===== src/rtl/fifo_mem_bank.sv =====
// rtl/fifo_mem_bank.sv - FIFO storage array: byte-lane writes, pipelined reads, sequential clear engine.
// Optional per-lane even parity is built when FIFO_MEM_PARITY_EN is defined.
module fifo_mem_bank #(
    parameter int DATA_WIDTH = 8,
    parameter int DEPTH      = 32,
    parameter int ADDR_WIDTH = 5,
    parameter int BYTE_W     = 8,
    parameter int RD_LATENCY = 1,
    parameter int RDW_MODE   = 0
) (
    input  logic                           clk_write,
    input  logic                           RST,
    input  logic                           i_init,
    output logic                           o_busy,
    input  logic [ADDR_WIDTH-1:0]          i_wr_addr,
    input  logic [DATA_WIDTH-1:0]          i_wr_data,
    input  logic                           i_wr_en,
    input  logic [DATA_WIDTH/BYTE_W-1:0]   i_wr_be,
`ifdef FIFO_MEM_PARITY_EN
    input  logic                           i_par_inj,
    output logic                           o_par_err,
`endif
    input  logic [ADDR_WIDTH-1:0]          i_rd_addr,
    input  logic                           i_rd_en,
    output logic [DATA_WIDTH-1:0]          o_rd_data,
    output logic                           o_rd_valid
);

    localparam int LANES = DATA_WIDTH / BYTE_W;
    localparam logic [ADDR_WIDTH-1:0] CLR_LAST = ADDR_WIDTH'(DEPTH - 1);

    typedef enum logic {
        S_IDLE  = 1'b0,
        S_CLEAR = 1'b1
    } state_t;

    state_t                  r_state;
    state_t                  w_state_nxt;
    logic [ADDR_WIDTH-1:0]   r_clr_cnt;
    logic [ADDR_WIDTH-1:0]   w_clr_cnt_nxt;
    logic [DATA_WIDTH-1:0]   r_mem [DEPTH];

    logic                    w_idle;
    logic                    w_wr_in_range;
    logic                    w_rd_in_range;
    logic                    w_wr_do;
    logic                    w_rd_do;
    logic                    w_rdw_hit;
    logic [DATA_WIDTH-1:0]   w_rd_word;

    logic                    r_s1_valid;
    logic [DATA_WIDTH-1:0]   r_s1_data;
    logic                    w_out_valid;
    logic [DATA_WIDTH-1:0]   w_out_data;

    always_ff @(posedge clk_write or negedge RST) begin
        if (!RST) begin
            r_state   <= S_CLEAR;
            r_clr_cnt <= '0;
        end else begin
            r_state   <= w_state_nxt;
            r_clr_cnt <= w_clr_cnt_nxt;
        end
    end

    always_comb begin
        w_state_nxt   = r_state;
        w_clr_cnt_nxt = r_clr_cnt;
        case (r_state)
            S_IDLE: begin
                if (i_init) begin
                    w_state_nxt   = S_CLEAR;
                    w_clr_cnt_nxt = '0;
                end
            end
            S_CLEAR: begin
                // i_init is deliberately not looked at here: a running clear is never restarted
                if (r_clr_cnt == CLR_LAST) begin
                    w_state_nxt   = S_IDLE;
                    w_clr_cnt_nxt = '0;
                end else begin
                    w_clr_cnt_nxt = r_clr_cnt + 1'b1;
                end
            end
            default: begin
                w_state_nxt   = S_CLEAR;
                w_clr_cnt_nxt = '0;
            end
        endcase
    end

    assign w_idle = (r_state == S_IDLE);
    assign o_busy = ~w_idle;

    generate
        if (DEPTH == (1 << ADDR_WIDTH)) begin : g_full_range
            assign w_wr_in_range = 1'b1;
            assign w_rd_in_range = 1'b1;
        end else begin : g_part_range
            assign w_wr_in_range = (i_wr_addr < ADDR_WIDTH'(DEPTH));
            assign w_rd_in_range = (i_rd_addr < ADDR_WIDTH'(DEPTH));
        end
    endgenerate

    assign w_wr_do   = w_idle & i_wr_en & w_wr_in_range;
    assign w_rd_do   = w_idle & i_rd_en;
    assign w_rdw_hit = (RDW_MODE == 1) && w_wr_do && (i_wr_addr == i_rd_addr);

    always_ff @(posedge clk_write) begin
        if (!w_idle) begin
            r_mem[r_clr_cnt] <= '0;
        end else if (w_wr_do) begin
            for (int k = 0; k < LANES; k++) begin
                if (i_wr_be[k]) begin
                    r_mem[i_wr_addr][k*BYTE_W +: BYTE_W] <= i_wr_data[k*BYTE_W +: BYTE_W];
                end
            end
        end
    end

    // Out-of-range reads still produce a valid beat, just with a zero word
    always_comb begin
        w_rd_word = w_rd_in_range ? r_mem[i_rd_addr] : '0;
        if (w_rdw_hit) begin
            for (int k = 0; k < LANES; k++) begin
                if (i_wr_be[k]) begin
                    w_rd_word[k*BYTE_W +: BYTE_W] = i_wr_data[k*BYTE_W +: BYTE_W];
                end
            end
        end
    end

    always_ff @(posedge clk_write or negedge RST) begin
        if (!RST) begin
            r_s1_valid <= 1'b0;
            r_s1_data  <= '0;
        end else begin
            r_s1_valid <= w_rd_do;
            r_s1_data  <= w_rd_do ? w_rd_word : '0;
        end
    end

`ifdef FIFO_MEM_PARITY_EN
    logic [LANES-1:0] r_par [DEPTH];
    logic [LANES-1:0] w_wr_par;
    logic [LANES-1:0] w_rd_par;
    logic             w_rd_perr;
    logic             r_s1_perr;
    logic             w_out_perr;

    always_comb begin
        w_wr_par = '0;
        for (int k = 0; k < LANES; k++) begin
            w_wr_par[k] = (^i_wr_data[k*BYTE_W +: BYTE_W]) ^ i_par_inj;
        end
    end

    always_ff @(posedge clk_write) begin
        if (!w_idle) begin
            r_par[r_clr_cnt] <= '0;
        end else if (w_wr_do) begin
            for (int k = 0; k < LANES; k++) begin
                if (i_wr_be[k]) begin
                    r_par[i_wr_addr][k] <= w_wr_par[k];
                end
            end
        end
    end

    always_comb begin
        w_rd_par = w_rd_in_range ? r_par[i_rd_addr] : '0;
        if (w_rdw_hit) begin
            for (int k = 0; k < LANES; k++) begin
                if (i_wr_be[k]) begin
                    w_rd_par[k] = w_wr_par[k];
                end
            end
        end
        w_rd_perr = 1'b0;
        for (int k = 0; k < LANES; k++) begin
            if ((^w_rd_word[k*BYTE_W +: BYTE_W]) != w_rd_par[k]) begin
                w_rd_perr = 1'b1;
            end
        end
    end

    always_ff @(posedge clk_write or negedge RST) begin
        if (!RST) begin
            r_s1_perr <= 1'b0;
        end else begin
            r_s1_perr <= w_rd_do & w_rd_perr;
        end
    end
`endif

    generate
        if (RD_LATENCY == 2) begin : g_lat2
            logic                  r_s2_valid;
            logic [DATA_WIDTH-1:0] r_s2_data;

            always_ff @(posedge clk_write or negedge RST) begin
                if (!RST) begin
                    r_s2_valid <= 1'b0;
                    r_s2_data  <= '0;
                end else begin
                    r_s2_valid <= r_s1_valid;
                    r_s2_data  <= r_s1_data;
                end
            end
            assign w_out_valid = r_s2_valid;
            assign w_out_data  = r_s2_data;
`ifdef FIFO_MEM_PARITY_EN
            logic r_s2_perr;
            always_ff @(posedge clk_write or negedge RST) begin
                if (!RST) begin
                    r_s2_perr <= 1'b0;
                end else begin
                    r_s2_perr <= r_s1_perr;
                end
            end
            assign w_out_perr = r_s2_perr;
`endif
        end else begin : g_lat1
            assign w_out_valid = r_s1_valid;
            assign w_out_data  = r_s1_data;
`ifdef FIFO_MEM_PARITY_EN
            assign w_out_perr  = r_s1_perr;
`endif
        end
    endgenerate

    assign o_rd_valid = w_out_valid;
    assign o_rd_data  = w_out_valid ? w_out_data : '0;
`ifdef FIFO_MEM_PARITY_EN
    assign o_par_err  = w_out_valid & w_out_perr;
`endif

endmodule


===== config.mk =====
export PLATFORM = sky130hd
export DESIGN_NAME = fifo_mem_bank
export DESIGN_NICKNAME = d
export VERILOG_FILES = /design/src/rtl/fifo_mem_bank.sv
export SDC_FILE = /design/constraint.sdc
export NUM_CORES = 1
export LEC_CHECK = 0
export BUFFER_PORTS_ARGS = -buffer_cell sky130_fd_sc_hd__buf_2
export CORE_MARGIN = 2
export CORE_UTILIZATION = 45
export CTS_CLUSTER_DIAMETER = 100
export DETAILED_ROUTE_END_ITERATION = 12
export GPL_TIMING_DRIVEN = 0
export PLACE_DENSITY_LB_ADDON = 0.15
export SLEW_MARGIN = 10
export SYNTH_ARGS = -nofsm -noshare
export SYNTH_HDL_FRONTEND = slang
export SYNTH_SLANG_ARGS = --single-unit

===== constraint.sdc =====
create_clock -name clk_write -period 2.1 [get_ports clk_write]
set_clock_uncertainty 0.1 [all_clocks]
set_input_delay 0.21 -clock clk_write [delete_from_list [all_inputs] [get_ports clk_write]]
set_output_delay 0.21 -clock clk_write [all_outputs]
set_load 0.01 [all_outputs]

* Word-level counts from Yosys, hierarchy flattened
Memories as Yosys holds them, arrays and structs flattened. Index checks and enable logic that the tools add are counted.
Cells by class: add/sub/neg operators 1, $mul 0, divide/modulo/power cells 0, $lt $le $gt $ge 0, eq/ne operators 2, shifts and indexed selects 0, muxes and demuxes 16, bitwise gates (word level) 3, reduce and logical (&&, ||, !) cells 1
Operators by type and width (number):
- 2-to-1 mux 8 bit | 3
- 2-to-1 mux 5 bit | 3
- one-hot mux 5 bit (2 select lines) | 1
- 2-to-1 mux 1 bit | 8
- OR reduction 8 bit | 1
- adder 5 x 1 -> 5 bit (second input constant) | 1
- == test 5 bit (second input constant) | 1
- bitwise AND 1 bit | 2
- != test 2 bit (second input constant) | 1
- one-hot mux 1 bit (2 select lines) | 1
- inverter 1 bit | 1
Storage, ports and cells: flip-flop bits (word level) 15, bits in latches 0, memory bits (writable) 256, bits in read-only memories 0, input port bits 24, word-level logic and storage cells 28, memories 1
Memory list:
- r_mem | words 32, bits a word 8, read ports 1, clocked after Yosys merged registers in 0, write ports 1, RTL line 41 | logic [DATA_WIDTH-1:0] r_mem [DEPTH];

* Depth between registers and ports, before layout
Gate-level depths: netlist of the first run.
depth in word-level cells 7, gate-level depth with buffers 7, depth with buffers taken out 6

* Worst setup path after synthesis of the first run
OpenSTA, ideal clock, no wires.
path type flip-flop to flip-flop, start register r_state (netlist: o_busy), end memory r_mem[18][0] (enable), library setup time 370 ps, data arrival time 1856 ps, data required time 1630 ps, setup slack -226 ps, stages on the path, launching flop included 7, buffers on the path 2, clock period less this slack 2326 ps, path through dfstp_2 -> and3b_1 -> buf_2 -> buf_2 -> mux2i_2 -> nand3_1 -> nor2_1
Between the ends: word-level cells in the longest chain between the ends 7, elaborated cells between the ends (all ways) 9, those cells by class 6 x mux; 2 x bitwise; 1 x reduce/logical
RTL lines:
- from (decl) | RTL line 37 | state_t r_state;
- from (signal assigned) | RTL line 61 | r_state <= w_state_nxt;
- inverter 1 bit | RTL line 92 | assign w_idle = (r_state == S_IDLE);
- bitwise AND 1 bit | RTL line 105 | assign w_wr_do = w_idle & i_wr_en & w_wr_in_range;
- 2-to-1 mux 1 bit | RTL line 112 | end else if (w_wr_do) begin
- 2-to-1 mux 1 bit | RTL line 110 | if (!w_idle) begin
- 2-to-1 mux 1 bit (not written as such) | RTL line 115 | r_mem[i_wr_addr][k*BYTE_W +: BYTE_W] <= i_wr_data[k*BYTE_W +: BYTE_W];
- OR reduction 8 bit (no source line)
- 2-to-1 mux 5 bit (no source line) / 2-to-1 mux 1 bit (equally long branches)
- to (decl) | RTL line 41
Several ways; a longest one is shown, not always the timed one.

* Worst setup path in the final report of the first run
start register r_state (netlist: o_busy), end memory r_mem[9][0] (enable)
Same word-level chain as after synthesis.

==> run summary, run 1 <==
share of synthesized area occupied by flip-flops and latches = 73.9%
Tot GR Track Use = 19.6%
final worst slack = -0.112 ns
Cell variety after synth = 43
fmax = 452 MHz
CP max stage cell = dfstp_2
Avg Inst Size Synth = 20.5 sq um
Hold Violations, Final = 0
Routed wire per std cell = 25.2 um
I/O pin cnt = 34
switching share of total power = 27.1%
Die H = 160 um
CP max stage delay = 0.53 ns
Post-Synthesis Cells = 532
number of H-tree levels = 1
Final Power = 14.8 mW
Cell Chain, Critical Path = and3b_2 > buf_6 > mux2i_4 > buf_6 > buf_6 > nand3_4 > nor2_4 > buf_12
synth-to-layout area growth = 25.4%
Via density = 5.68
outcome = finished, violations left
layout cells sized above 1 = 36.8%
Arrival @ worst endpoint = 2.35 ns
number of synthesis warnings = 0
combinational power share = 21.9%
Slew @ Worst Pin = 0.687 ns
worst skew pair latency = 0.53 ns
CP max FO = 8
Synth Cell Area = 10900 sq um
CTS Root Buffer Type = clkbuf_16
RSZ-0062 raised after global routing = yes
met1 Usage GRT = 27.2%
placed cells = 883
ANT nets after route = 0
GRT overflow = 0
clk sinks = 271
failing checks = negative setup slack
CP Class = reg2reg
EDFF count, synth = 256
Hold WC Path Type = in2async
initial drt markers = 479
hold_ws = 0.0654 ns
net switching power = 4.00 mW
VDD IR max = 0.000991 V
Final Util = 58.0%
Reg power frac = 45.7%
drt first pass iters = 4
Vias = 5659
Lkg Pwr = 4.78 nW
pwr/cell area = 1080 nW/um^2
vias in the first global route = 5935
GP Congestion = 0.834
buffers added on ports = 31
met2 Usage GRT = 32.3%
Synth Register Bits = 271
commonest register cell after synthesis = edfxtp_1
Final Net Count = 683
Startpoint Class = flop
die area = 25500 sq um
Worst-path clk slew = 0.06 ns
GR Util met3 = 2.68%
CTS tree = done
largest net degree at the start of global routing = 33
Core Area = 23600 sq um
Post-DP HPWL = 15300 um
cell internal pwr = 10.8 mW
Slew Limit Fails = 0
Antenna Cells = 0
# DRC = 0
first-pass GRT wire length = 37100 um
maxcap violations = 0
period utilisation layout = 105%
Inserted Clock Buffers = 27
Setup crit end kind = flop
clock tree buffer depth = 3
fin crit period = 2.21 ns
Clock Power Share = 32.4%
Top Usage Layer GRT = met2
Mapped Nets = 558
final WL = 25100 um
DIE WIDTH = 160 um
async set-or-reset flop fraction in the synthesized netlist = 5.54%
max_slew headroom = 54.2%
initial antenna violation count = 0
Starting Density = 46.2%
final cell count without fillers = 996
Req. time, crit path = 2.24 ns
cell mode on critical path = buf_6
final setup fails = 218
num rows = 56
==> layout by cell type (no fill, tap or decap), types with 2 or more instances in the layout <==
cell type,netlist,final
edfxtp_1,256,256
buf_2,4,33
mux2i_1,34,32
nor2_4,0,32
buf_12,1,29
mux4_1,28,28
mux4_2,28,28
clkbuf_16,0,27
buf_4,3,23
buf_6,5,21
dfrtp_1,14,14
clkinv_2,0,10
and2_1,17,9
o21ai_0,9,9
a22oi_1,8,8
a221o_1,8,8
a31oi_1,9,8
and2_2,0,8
nand3_4,0,8
nand2_1,7,7
inv_1,6,6
nor2_1,38,6
a221oi_1,6,6
clkinv_1,0,6
clkbuf_8,5,5
nand2b_1,4,4
bufinv_16,0,4
buf_8,3,3
mux2i_4,0,3
dlygate4sd3_1,0,3
buf_1,2,2
o2111ai_1,2,2
and3_1,2,2
mux2_2,3,2
o32a_2,0,2
xnor2_1,2,2
o32ai_1,2,2
ha_1,2,2
==> synth_stat cells, types with 2 or more instances <==
master,number,area [sq um]
edfxtp_1,256,7690
nor2_1,38,143
mux2i_1,34,340
mux4_1,28,736
mux4_2,28,631
and2_1,17,106
dfrtp_1,14,350
a31oi_1,9,56.3
nand3_1,9,45.0
o21ai_0,9,45.0
a221o_1,8,80.1
a22oi_1,8,60.1
nand2_1,7,26.3
a221oi_1,6,52.6
inv_1,6,22.5
buf_6,5,56.3
clkbuf_8,5,68.8
buf_2,4,20.0
nand2b_1,4,25.0
buf_4,3,22.5
buf_8,3,45.0
mux2_2,3,33.8
and3_1,2,12.5
buf_1,2,7.51
ha_1,2,25.0
o2111ai_1,2,17.5
o32a_1,2,20.0
o32ai_1,2,17.5
xnor2_1,2,17.5
==> final timing paths <==
kind | endpoint | from | slack, ns | depth (start not counted)
min in group clk_write | r_s1_data[6]$_DFF_PN0_ | i_rd_addr[3] | 0.11 | 4
worst min register to register | r_clr_cnt[4]$_DFFE_PN0P_ | r_clr_cnt[4]$_DFFE_PN0P_ | 0.57 | 2
worst min-delay path | r_clr_cnt[0]$_DFFE_PN0P_ | RST | 0.07 | 2
max in group asynchronous | o_busy$_DFF_PN1_ | RST | 1.49 | 2
worst max register to register | r_mem[9][0]$_DFFE_PP_ | o_busy$_DFF_PN1_ | -0.11 | 8
worst max-delay path | r_mem[9][0]$_DFFE_PP_ | o_busy$_DFF_PN1_ | -0.11 | 8
==> power groups by stage <==
| stage | clock [mW] | combinational (mW) | sequential (mW) |
|---|---|---|---|
| 2_1_floorplan | 0 | 1.29 | 6.79 |
| 3_3_place_gp | 0 | 1.86 | 6.83 |
| 3_5_place_dp | 0 | 1.94 | 6.87 |
| 4_1_cts | 4.84 | 2.99 | 6.74 |
| 5_1_grt | 5.07 | 3.38 | 6.79 |
| 6_report | 4.79 | 3.23 | 6.74 |
==> flip-flops by register name (all words and copies together) (netlist names) <==
| name | flops |
|---|---|
| o_busy | 1 |
| o_rd_valid | 1 |
| r_clr_cnt | 5 |
| r_mem | 256 |
| r_s1_data | 8 |
==> worst max-delay path, delay by kind of cell, from the launching register on <==
family | cells | cell delay [ns]
buf+inv | 4 | 0.52
flops | 1 | 0.53
mux | 1 | 0.20
simple gates | 3 | 0.56
==> cell families (layout without fill, tap and decap cells) <==
logic type / count (synthesis) / count (layout) / synth area share (%)
DFF: 271 / 271 / 73.9
muxes: 94 / 94 / 16.1
and+or+nand+nor: 83 / 83 / 3.73
AOI/OAI and AO/OA: 48 / 48 / 3.35
buffers and inverters: 32 / 177 / 2.57
adders and majority gates: 2 / 2 / 0.229
xor gates and xnor gates: 2 / 2 / 0.161
==> area by class of cell <==
cell class / instances / area, sq um
Timing Repair Buffer: 97 / 1060
Buffer: 24 / 255
Clock inverter: 22 / 209
Multi-Input combinational cell: 229 / 2990
Sequential cell: 271 / 8060
Fill cell: 1733 / 9920
Clock buffer: 27 / 676
Tap cell: 319 / 399
Inverter: 7 / 26.3
==> metrics by stage <==
| stage | setup WS, ns | area [sq um] | setup TNS [ns] |
|---|---|---|---|
| CTS | -0.267 | 13500 | -27.63 |
| global placement | -0.724 | 11600 | -185.60 |
| finish | -0.112 | 13700 | -15.25 |
| floorplan | -0.146 | 11000 | -26.61 |
| detailed placement | -0.676 | 11600 | -223.92 |
| global route | -0.154 | 13700 | -25.15 |
==> metal layers <==
layer,up-vias,routed length (um)
met2,140,12300
li1,2477,-
met4,0,780
met5,-,0
met1,2998,11000
met3,44,1010
==> repair_timing <==
| action | in CTS | in global routing |
|---|---|---|
| hold buffers | 3 | 0 |
| setup buffers | 53 | 10 |
| resized for setup | 78 | 16 |
| endpoints found under the setup margin | 512 | 256 |
| hold endpoints to repair | 29 | 0 |
| pin swaps | 30 | 25 |
Note: power is estimated with default switching activity, not from simulation.
==> inputs of run 2 (changes only) <==
- CORE_ASPECT_RATIO: not set -> 1.2
- CORE_MARGIN: 2 -> 4
- HOLD_SLACK_MARGIN: not set -> 0.08
==> run 2 against run 1 <==
Power rose by 0.33%. Combinational power barely moved. Design area rose by 0.42%. Register-to-register slack got worse by 0.03 ns. Clock-buffer cell count rose by 1. The flow still finishes with violations (negative setup slack). Die area rose by 5.1%. Sequential cell count did not move.
==> run summary, run 2 (synthesized netlist as in run 1, its figures left out) <==
Seq. cell area = 8060 sq um
most common cell after layout, fill and taps aside = edfxtp_1
layout cells sized above 1 = 36.6%
maxcap violations = 0
filler cell count = 1802
CP Class = reg2reg
I/O pin cnt = 34
ANT nets after route = 0
Final Net Count = 681
synth-to-layout area growth = 26.0%
final setup fails = 256
buffers added on ports = 31
final WL = 24800 um
Vias = 5615
initial antenna violation count = 1
Hold Violations, Final = 0
Core Area = 23900 sq um
Slew Limit Fails = 0
# DRC = 0
CTS tree = done
Setup crit end kind = flop
fmax = 446 MHz
Hold WC Path Type = in2reg
Routed wire per std cell = 24.9 um
Antenna Cells = 0
Arrival @ worst endpoint = 2.38 ns
number of H-tree levels = 1
pwr/cell area = 1080 nW/um^2
outcome = finished, violations left
clock tree buffer depth = 3
Lkg Pwr = 4.80 nW
Die H = 179 um
period utilisation layout = 107%
RSZ-0062 raised after global routing = yes
drt first pass iters = 5
top flop regs = r_mem: 256 flops, r_s1_data: 8 flops, r_clr_cnt: 5 flops
multi-input logic area = 3000 sq um
number of flip-flops in the largest register = 256
final worst slack = -0.141 ns
clk sinks = 271
failing checks = negative setup slack
max_slew headroom = 44.8%
Worst-path clk slew = 0.06 ns
GP Congestion = 0.851
Tot GR Track Use = 19.1%
vias in the first global route = 5982
CTS Root Buffer Type = clkbuf_16
Post-DP HPWL = 15400 um
Final Power = 14.8 mW
Via density = 5.64
hold_ws = 0.127 ns
Req. time, crit path = 2.24 ns
VDD IR max = 0.000582 V
num rows = 62
Most flops, register = r_mem
CP max FO = 8
first-pass GRT wire length = 37200 um
Starting Density = 45.7%
largest net degree at the start of global routing = 33
GRT overflow = 0
Inserted Clock Buffers = 26
most frequent cells in the layout = 256 x edfxtp_1, 33 x buf_2, 32 x buf_12, 32 x mux2i_1, 32 x nor2_4
die area = 26800 sq um
initial drt markers = 369
fin crit period = 2.24 ns
Slew @ Worst Pin = 0.828 ns
DIE WIDTH = 150 um
Startpoint Class = flop
worst skew pair latency = 0.53 ns
==> run 2: cell count changes in the layout (fill, tap and decap cells not counted), sizes merged <==
cell          before  now
inv                8    7
dlygate4sd3        3    4
dlymetal6s4s       0    1
clkbuf            33   34
clkinv            16   13
buf              111  108
clkinvlp           1    3
==> run 2: layer usage <==
layer,up-vias,GRT usage [%],routed length [um]
li1,2465,-,-
met1,2972,24.2,9930
met2,135,34.1,13200
met3,43,2.62,931
met4,0,5.80,722
met5,-,0,0
==> run 2: what timing repair did <==
action                                  CTS  global route
endpoints found under the hold margin    29             0
pin swaps                                34            22
endpoints found under the setup margin  512           270
gates resized for setup                  91             4
hold buffers                              5             0
setup buffers                            55             4
==> run 2: metrics by stage <==
stage | setup TNS, ns | setup slack (ns) | std cells | cell area (sq um) | utilization, %
2_1_floorplan | -26.61 | -0.146 | 532 | 11000 | -
3_3_place_gp | -201.32 | -0.815 | 883 | 11600 | 48.4
3_5_place_dp | -221.08 | -0.718 | 884 | 11600 | 48.4
4_1_cts | -15.20 | -0.108 | 991 | 13700 | 57.3
5_1_grt | -37.59 | -0.188 | 995 | 13700 | 57.5
6_report | -24.47 | -0.141 | 995 | 13700 | 57.5
==> run 2: critical path: stages, from the launching register on <==
cell	delay, ns
dfstp_2	0.53
and3b_2	0.24
buf_6	0.14
buf_6	0.11
mux2i_4	0.23
buf_4	0.17
nand3_4	0.14
nor2_4	0.16
buf_12	0.14
==> run 2: report_power, final <==
group	switching, mW	internal, mW	leakage [nW]	total, mW
Combinational	1.82	1.41	1.76	3.23
Sequential	0.186	6.55	2.61	6.74
Clock	1.97	2.87	0.439	4.84
Total	3.97	10.8	4.80	14.8
==> run 2: final cells by class <==
cell class                      instances  share of cell area [%]
Sequential cell                       271                    58.7
Inverter                                7                   0.191
Clock buffer                           28                    5.02
Tap cell                              320                    2.91
Buffer                                 24                    1.86
Clock inverter                         20                    1.53
Multi-Input combinational cell        229                    21.8
Timing Repair Buffer                   96                    8.02
==> run 2: path summary, 6_finish.rpt <==
path	from	depth (start not counted)	slack (ns)	end
worst max register to register	o_busy$_DFF_PN1_	8	-0.14	r_mem[2][3]$_DFFE_PP_
min in group asynchronous	RST	3	0.68	o_busy$_DFF_PN1_
max in group asynchronous	RST	4	0.37	r_s1_data[5]$_DFF_PN0_
worst min register to register	r_clr_cnt[4]$_DFFE_PN0P_	2	0.55	r_clr_cnt[4]$_DFFE_PN0P_
worst max-delay path	o_busy$_DFF_PN1_	8	-0.14	r_mem[2][3]$_DFFE_PP_
worst min-delay path	i_rd_addr[3]	4	0.13	r_s1_data[6]$_DFF_PN0_
==> inputs of run 3 (changes only) <==
- SETUP_SLACK_MARGIN: not set -> 0.1
- clock period: 2.1 -> 2.9 ns (I/O delays scaled with it)
==> run 3 against run 2 <==
The flow now finishes without violations. Sequential power down 27%. Sequential share of layout area grew 6.8 points. Register-to-register slack gained 0.25 ns. Hold slack worse by 0.027 ns. Utilization shrank 6.0 points. Fmax down 20%. Wire length is 4.5% lower. Power shrank 37%. Setup slack better by 0.25 ns. Global-route usage shrank 0.91 points. Largest cell class unchanged.
==> run summary, run 3 (synthesized netlist as in run 1, its figures left out) <==
fin crit period = 2.79 ns
initial drt markers = 476
number of H-tree levels = 1
FF-to-FF setup slack = 0.11 ns
Cell Chain, Critical Path = and3b_1 > buf_2 > mux2i_1 > nand3_1 > nor2_1
Worst-path clk slew = 0.07 ns
clk sinks = 271
DIE WIDTH = 150 um
CTS Root Buffer Type = clkbuf_16
num rows = 62
Final Util = 51.6%
design area = 12300 sq um
Final Net Count = 621
most common cell after layout, fill and taps aside = edfxtp_1
Final TNS setup = 0 ns
CP max stage delay = 0.79 ns
Arrival @ worst endpoint = 2.83 ns
Core Area = 23900 sq um
drt first pass iters = 5
Via density = 5.71
number of flip-flops in the largest register = 256
worst skew pair latency = 0.53 ns
Cell Area, Placed = 11500 sq um
hold_ws = 0.100 ns
final worst slack = 0.105 ns
synth-to-layout area growth = 12.9%
Starting Density = 45.7%
outcome = finished clean
Most flops, register = r_mem
vias in the first global route = 5554
Antenna Cells = 0
Lkg Pwr = 4.26 nW
Req. time, crit path = 2.94 ns
buffers added on ports = 31
most frequent cells in the layout = 256 x edfxtp_1, 35 x buf_2, 34 x mux2i_1, 28 x mux4_1, 28 x mux4_2
CTS tree = done
maxcap violations = 0
CP max stage cell = nor2_1
Startpoint Class = flop
largest net degree at the start of global routing = 33
pwr/cell area = 754 nW/um^2
Slew @ Worst Pin = 1.24 ns
first-pass GRT wire length = 35200 um
I/O pin cnt = 34
RSZ-0062 raised after global routing = yes
top flop regs = r_mem: 256 flops, r_s1_data: 8 flops, r_clr_cnt: 5 flops
Inserted Clock Buffers = 26
GP Congestion = 0.825
ANT nets after route = 0
CP max FO = 8
max_slew headroom = 17.5%
final setup fails = 0
# DRC = 0
Slew Limit Fails = 0
layout cells sized above 1 = 23.1%
Hold Violations, Final = 0
Vias = 5317
number of setup buffers added after CTS = 0
Die H = 179 um
Routed wire per std cell = 25.4 um
final WL = 23700 um
CP Class = reg2reg
reg2reg path depth = 5
clock tree buffer depth = 3
Worst R2R End = r_mem[24][1]$_DFFE_PP_
CP bufs+invs = 1
GRT overflow = 0
CP delay by family, top = simple AND/OR/NAND/NOR gates
VDD IR max = 0.000513 V
Setup crit end kind = flop
post-place setup slack = -0.0155 ns
initial antenna violation count = 0
Post-DP HPWL = 15500 um
period utilisation layout = 96.4%
Hold WC Path Type = in2async
die area = 26800 sq um
Tot GR Track Use = 18.2%
filler cell count = 1997
fmax = 358 MHz
launch point of the worst reg-to-reg path = o_busy$_DFF_PN1_
[run 3: how the worst max path moves through the flow]
stage                           startpoint                endpoint  cells after the start
after floorplan           o_busy$_DFF_PN1_  r_mem[18][0]$_DFFE_PP_                      6
after global placement    o_busy$_DFF_PN1_  r_mem[27][2]$_DFFE_PP_                      5
after detailed placement  o_busy$_DFF_PN1_  r_mem[27][0]$_DFFE_PP_                      5
after CTS                 o_busy$_DFF_PN1_   r_mem[1][7]$_DFFE_PP_                      6
after global routing      o_busy$_DFF_PN1_  r_mem[24][1]$_DFFE_PP_                      5
final                     o_busy$_DFF_PN1_  r_mem[24][1]$_DFFE_PP_                      5
[run 3: metal layers]
| metal | wire, um | global-route usage [%] | vias up |
|---|---|---|---|
| met5 | 0 | 0 | - |
| met4 | 497 | 4.42 | 0 |
| li1 | - | - | 2336 |
| met1 | 9710 | 23.8 | 2809 |
| met2 | 12500 | 32.4 | 134 |
| met3 | 977 | 2.24 | 38 |
[run 3: report_power, final]
group | switching, mW | internal (mW)
Sequential | 0.135 | 4.75
Combinational | 0.901 | 0.440
Clock | 1.36 | 1.69
Total | 2.40 | 6.89
[run 3: worst reg2reg max path, delay by kind of cell (launching register included)]
family / cells / cell delay, ns
multiplexers: 1 / 0.31
buffers and inverters: 1 / 0.16
AND/OR/NAND/NOR: 3 / 1.25
flip-flops: 1 / 0.60
[run 3: metrics by stage]
stage | power, mW | cells
finish | 9.29 | 931
global placement | 6.19 | 883
detailed placement | 6.27 | 883
floorplan | 5.76 | 532
CTS | 9.33 | 930
global route | 9.67 | 931
[run 3: area by class of cell]
class / instances / area, sq um / share of cell area [%]
inverters: 7 / 26.3 / 0.213
well taps: 320 / 400 / 3.25
plain buffers: 25 / 254 / 2.06
clock inverters: 10 / 52.6 / 0.427
flip-flops and latches: 271 / 8060 / 65.5
repair buffers: 35 / 200 / 1.63
multi-input cells: 229 / 2620 / 21.3
clock buffers: 34 / 702 / 5.70
[run 3: what timing repair did]
item / 4_1_cts / 5_1_grt
endpoints found under the hold margin: 29 / 0
resized for setup: 5 / 11
setup endpoints to repair: 104 / 157
hold buffers: 3 / 0
pin swaps: 0 / 0
